$ cat config.mk
export PLATFORM = sky130hd
export DESIGN_NAME = call_scheduler
export DESIGN_NICKNAME = d
export VERILOG_FILES = /design/src/rtl/call_scheduler.sv
export SDC_FILE = /design/constraint.sdc
export NUM_CORES = 1
export LEC_CHECK = 0
export CORE_MARGIN = 1.5
export CORE_UTILIZATION = 40
export DETAILED_ROUTE_END_ITERATION = 8
export MAX_ROUTING_LAYER = met4
export PLACE_DENSITY_LB_ADDON = 0.3
export SLEW_MARGIN = 20
export SYNTH_ARGS = -nofsm -noshare
export SYNTH_HDL_FRONTEND = slang
export SYNTH_SLANG_ARGS = --single-unit
$ cat constraint.sdc
create_clock -name clk -period 2.25 [get_ports clk]
set_input_delay 0.225 -clock clk [delete_from_list [all_inputs] [get_ports clk]]
set_output_delay 0.225 -clock clk [all_outputs]
set_load 0.005 [all_outputs]
$ cat src/rtl/call_scheduler.sv
// SCAN call dispatcher for a 3-floor car: latches call buttons, picks a target
// floor, and holds the door open after arrivals. It also handles emergency halt.
module call_scheduler #(
    parameter int DOOR_CYCLES = 3
) (
    input  logic       clk,
    input  logic       button_reset,
    input  logic [2:0] call_pulse,
    input  logic [1:0] cur_floor,
    input  logic       arrived,
    input  logic       halt,
    output logic [2:0] calls,
    output logic [1:0] target_floor,
    output logic       target_valid,
    output logic       dir_up,
    output logic       door_cmd
);
    localparam int CW = (DOOR_CYCLES < 2) ? 1 : $clog2(DOOR_CYCLES + 1);

    typedef enum logic [1:0] {IDLE, DISPATCH, DOOR, HALT} state_t;

    state_t        state, state_n;
    logic [CW-1:0] cnt, cnt_n;
    logic [2:0]    calls_n, clr, cur_mask;
    logic [1:0]    tgt_n, up_floor, down_floor, pass_floor;
    logic          tv_n, dir_n, door_n, up_hit, down_hit, pass_hit;

    always_comb begin
        case (cur_floor)
            2'd1:    cur_mask = 3'b001;
            2'd2:    cur_mask = 3'b010;
            2'd3:    cur_mask = 3'b100;
            default: cur_mask = 3'b000;
        endcase
    end

    // Nearest pending floor above/below the car, plus the pass-by candidate
    // that lies strictly between car and target in the direction of travel.
    always_comb begin
        up_hit     = 1'b0;
        up_floor   = 2'd1;
        down_hit   = 1'b0;
        down_floor = 2'd1;
        pass_hit   = 1'b0;
        pass_floor = 2'd1;
        for (int f = 3; f >= 1; f--) begin
            if (f > int'(cur_floor) && calls[f-1]) begin
                up_hit   = 1'b1;
                up_floor = 2'(f);
            end
        end
        for (int f = 1; f <= 3; f++) begin
            if (f < int'(cur_floor) && calls[f-1]) begin
                down_hit   = 1'b1;
                down_floor = 2'(f);
            end
            if (call_pulse[f-1] && cur_floor != 2'd0 &&
                (dir_up ? (f > int'(cur_floor) && f < int'(target_floor))
                        : (f < int'(cur_floor) && f > int'(target_floor)))) begin
                pass_hit   = 1'b1;
                pass_floor = 2'(f);
            end
        end
    end

    always_comb begin
        state_n = state;
        cnt_n   = cnt;
        clr     = 3'b000;
        tgt_n   = target_floor;
        tv_n    = 1'b0;
        dir_n   = dir_up;
        door_n  = 1'b0;
        case (state)
            IDLE: begin
                if (halt) begin
                    state_n = HALT;
                    door_n  = 1'b1;
                end else if (cur_floor == 2'd0 || calls == 3'b000) begin
                    state_n = IDLE;
                end else if (|(calls & cur_mask)) begin
                    state_n = DOOR;
                    clr     = cur_mask;
                    cnt_n   = CW'(DOOR_CYCLES);
                    door_n  = 1'b1;
                end else begin
                    state_n = DISPATCH;
                    tv_n    = 1'b1;
                    if (dir_up) begin
                        if (up_hit) tgt_n = up_floor;
                        else begin
                            tgt_n = down_floor;
                            dir_n = 1'b0;
                        end
                    end else begin
                        if (down_hit) tgt_n = down_floor;
                        else begin
                            tgt_n = up_floor;
                            dir_n = 1'b1;
                        end
                    end
                end
            end
            DISPATCH: begin
                if (halt) begin
                    state_n = HALT;
                    door_n  = 1'b1;
                end else if (arrived && cur_floor == target_floor) begin
                    state_n = DOOR;
                    clr     = cur_mask;
                    cnt_n   = CW'(DOOR_CYCLES);
                    door_n  = 1'b1;
                end else begin
                    tv_n = 1'b1;
                    if (pass_hit) tgt_n = pass_floor;
                end
            end
            DOOR: begin
                // The door is open here, so calls at this floor never latch.
                clr = cur_mask;
                if (halt) begin
                    state_n = HALT;
                    door_n  = 1'b1;
                end else if (|(call_pulse & cur_mask)) begin
                    cnt_n  = CW'(DOOR_CYCLES);
                    door_n = 1'b1;
                end else if (cnt == CW'(1)) begin
                    state_n = IDLE;
                    cnt_n   = '0;
                end else begin
                    cnt_n  = cnt - 1'b1;
                    door_n = 1'b1;
                end
            end
            HALT: begin
                if (halt) door_n = 1'b1;
                else state_n = IDLE;
            end
            default: state_n = IDLE;
        endcase
        calls_n = (calls | call_pulse) & ~clr;
    end

    always_ff @(posedge clk) begin
        if (button_reset) begin
            state        <= IDLE;
            calls        <= 3'b000;
            target_floor <= 2'd1;
            target_valid <= 1'b0;
            dir_up       <= 1'b1;
            door_cmd     <= 1'b0;
            cnt          <= '0;
        end else begin
            state        <= state_n;
            calls        <= calls_n;
            target_floor <= tgt_n;
            target_valid <= tv_n;
            dir_up       <= dir_n;
            door_cmd     <= door_n;
            cnt          <= cnt_n;
        end
    end
endmodule

==> metrics.txt <==
run status=finished, final reports clean; Fin Clk Skew=0.00344 ns; number of standard cells in the final layout excluding fillers=169; maximum net fanout on the critical path=7; most used cell, CP=sky130_fd_sc_hd__inv_1; Post-synth EDFFs=0; share of layout cells above drive strength 1=9.93%; register bit total from synthesis=12; synthesized cell area=941 um2; count of pins over their slew limit=0; maximum number of pins on one net before global-route repair=11; buffers inserted during post-CTS setup optimization=0; RD Place Congestion=0.883; unrepaired setup endpoints after global routing=false; classification of the worst setup path=reg2reg; residual DRC count=0; Worst Path Required=approximately 2.4 ns; post-layout total power=around 1.2 mW; final count of negative-setup-slack endpoints=0; net count after synthesis=roughly 140; area of the die=2650 um2; classification of the worst-slack hold path=reg2reg; post-route minimum period=1.95 ns; nets@finish=157; I/O Buffers=16; FP Rows=17; Worst-Skew Late Latency=0.28 ns; IR drop worst, VDD=approximately 0.60 mV; CTS resizes=0; clock slew at the register clock pins of the worst setup and hold paths=0.08 ns; initial cell density of the core=42.5%; worst reg2reg path depth=8; number of warnings reported in the yosys synthesis log=0; Total Negative Setup Slacks=0 ns; GRT Overall Usage=19.3%; period utilisation layout=86.9%; Detailed Route WL=2.28 mm; Diodes inserted=0; area growth from synthesis to layout=25.4%; Routed Antenna Nets=0; width of the die=~52 um; power per cell area=980 nW/um2; placed cell count=165; async set-reset flop share out of synthesis=0%; TritonCTS clock tree=yes; Synth Instances=122; max-cap violations=0; kind of end point of the critical path=flop; H-tree depth=1; clock net sink count=12; Num CTS Buffers=3; synthesized area per cell=7.71 um2; sequential-to-total area share from yosys stat=25.5%; initial antenna violation count=0; via total after detailed routing=935; detailed-route vias per instance=5.53; number of buffers added to fix hold violations after cts=0; final hold violation count=0; number of distinct library cells after synthesis=41; violation count after the first detailed-route iteration=11; arrival time reported for the critical path endpoint=2.12 ns; height of the die=51.5 um; global-route wire length before repair=3.77 mm; GR Overflow Total=0; leading cell type in the layout, fill and taps excluded=sky130_fd_sc_hd__clkdlybuf4s50_1; list of cells traversed by the critical path=inv_1 > ha_1 > inv_1 > nor4_1 > buf_4 > a21oi_1 > o21bai_1 > a211oi_1; I/O pin total=17; root buffer cell=sky130_fd_sc_hd__clkbuf_4; worst slew margin relative to its limit=65.7%; core footprint=2210 um2; maximum operating frequency=around 0.51 GHz; cell depth of the worst hold path=2; wire length per cell after detailed routing=13.5 um; buffer depth of the longest clock path=2; kind of start point of the critical path=flop; first-pass detailed-route iteration total=4; number of fill cells in the layout=between 200 and 250; number of global-route vias before repair=839; primary flip-flop cell chosen by synthesis mapping=sky130_fd_sc_hd__dfxtp_1; commonest non-fill, non-tap cells in the layout=sky130_fd_sc_hd__clkdlybuf4s50_1, sky130_fd_sc_hd__nor2_1, sky130_fd_sc_hd__a21oi_1, sky130_fd_sc_hd__dfxtp_1, sky130_fd_sc_hd__nand2_1; Post-DP HPWL=roughly 1.8 mm; P_leak=0.466 nW; delay of the slowest cell on the worst path=~0.4 ns; pin slew with the least headroom to its limit=0.510 ns; worst-path cell with the longest stage delay=sky130_fd_sc_hd__nor4_1
## per-layer routing
metal / vias to the layer above / global-route usage [%] / wire [um]
met5: - / - / 0
met4: 0 / 7.89 / 39
met3: 5 / 2.59 / 46
met2: 15 / 29.1 / 1040
met1: 436 / 26.2 / 1150
li1: 479 / - / -
## worst max-delay path: cells and delay by family (launching register included)
kind	cells	cell delay [ns]
buffers and inverters	3	0.38
AND/OR/NAND/NOR	1	0.40
adder cells (fa/ha/maj)	1	0.29
AO/OA/AOI/OAI	3	0.42
flip-flops	1	0.34
## flip-flops by register name (all words and copies together), names as in the netlist
signal,flops
dir_up,1
state,2
calls,3
target_valid,1
door_cmd,1
cnt,2
target_floor,2
## area by class of cell
type                            instances  area, um2  share of cell area (%)
Clock buffer                            4       36.3                    3.08
Inverter                               10       37.5                    3.18
Multi-Input combinational cell         94        633                    53.7
Sequential cell                        12        240                    20.4
Tap cell                               28       35.0                    2.97
Timing Repair Buffer                   21        198                    16.8
## synth_stat cells (3+ instances only)
cell type | n | area share [%]
sky130_fd_sc_hd__dfxtp_1 | 12 | 26
sky130_fd_sc_hd__nand2_1 | 11 | 4.4
sky130_fd_sc_hd__nor3_1 | 3 | 1.6
sky130_fd_sc_hd__ha_1 | 6 | 8.0
sky130_fd_sc_hd__a21oi_1 | 12 | 6.4
sky130_fd_sc_hd__o21ai_0 | 3 | 1.6
sky130_fd_sc_hd__a211oi_1 | 3 | 2.4
sky130_fd_sc_hd__inv_1 | 9 | 3.6
sky130_fd_sc_hd__o211ai_1 | 3 | 2.4
sky130_fd_sc_hd__mux2i_1 | 3 | 3.2
sky130_fd_sc_hd__buf_2 | 3 | 1.6
sky130_fd_sc_hd__nor2_1 | 14 | 5.6
## power breakdown
| group | internal [mW] | switching (mW) |
|---|---|---|
| Sequential | 0.278 | 0.0696 |
| Clock | 0.0985 | 0.0798 |
| Combinational | 0.303 | 0.327 |
## through the flow
| step | cell area (um2) | utilization, % | worst slack [ns] | hold slack [ns] |
|---|---|---|---|---|
| final | 1180 | 53.3 | 0.295 | 0.453 |
| after global routing | 1180 | 53.3 | 0.174 | 0.491 |
| after CTS | 1180 | 53.3 | 0.332 | 0.456 |
| after detailed placement | 1140 | 51.7 | 0.0983 | 0.445 |
| after global placement | 1140 | 51.7 | 0.144 | 0.442 |
| after floorplan | 941 | - | 0.519 | 0.390 |
## kinds of logic (layout without fill, tap and decap cells)
| logic type | Yosys count | after routing | synth area share [%] |
|---|---|---|---|
| AO/OA/AOI/OAI | 39 | 39 | 30.5 |
| multiplexers | 4 | 4 | 4.39 |
| adder cells (fa/ha/maj) | 6 | 6 | 7.98 |
| flip-flops | 12 | 12 | 25.5 |
| XOR/XNOR | 2 | 2 | 1.86 |
| buffers and inverters | 16 | 35 | 7.18 |
| AND/OR/NAND/NOR | 43 | 43 | 22.6 |
## worst paths after layout
| kind | startpoint | to | slack [ns] |
|---|---|---|---|
| max | state[1]$_SDFFE_PP0P_ | calls[0]$_SDFF_PP0_ | 0.30 |
| min | cnt[1]$_SDFFE_PP0P_ | cnt[1]$_SDFFE_PP0P_ | 0.45 |
| max reg2reg | state[1]$_SDFFE_PP0P_ | calls[0]$_SDFF_PP0_ | 0.30 |
| min reg2reg | cnt[1]$_SDFFE_PP0P_ | cnt[1]$_SDFFE_PP0P_ | 0.45 |
(Power assumes the default switching activity.)
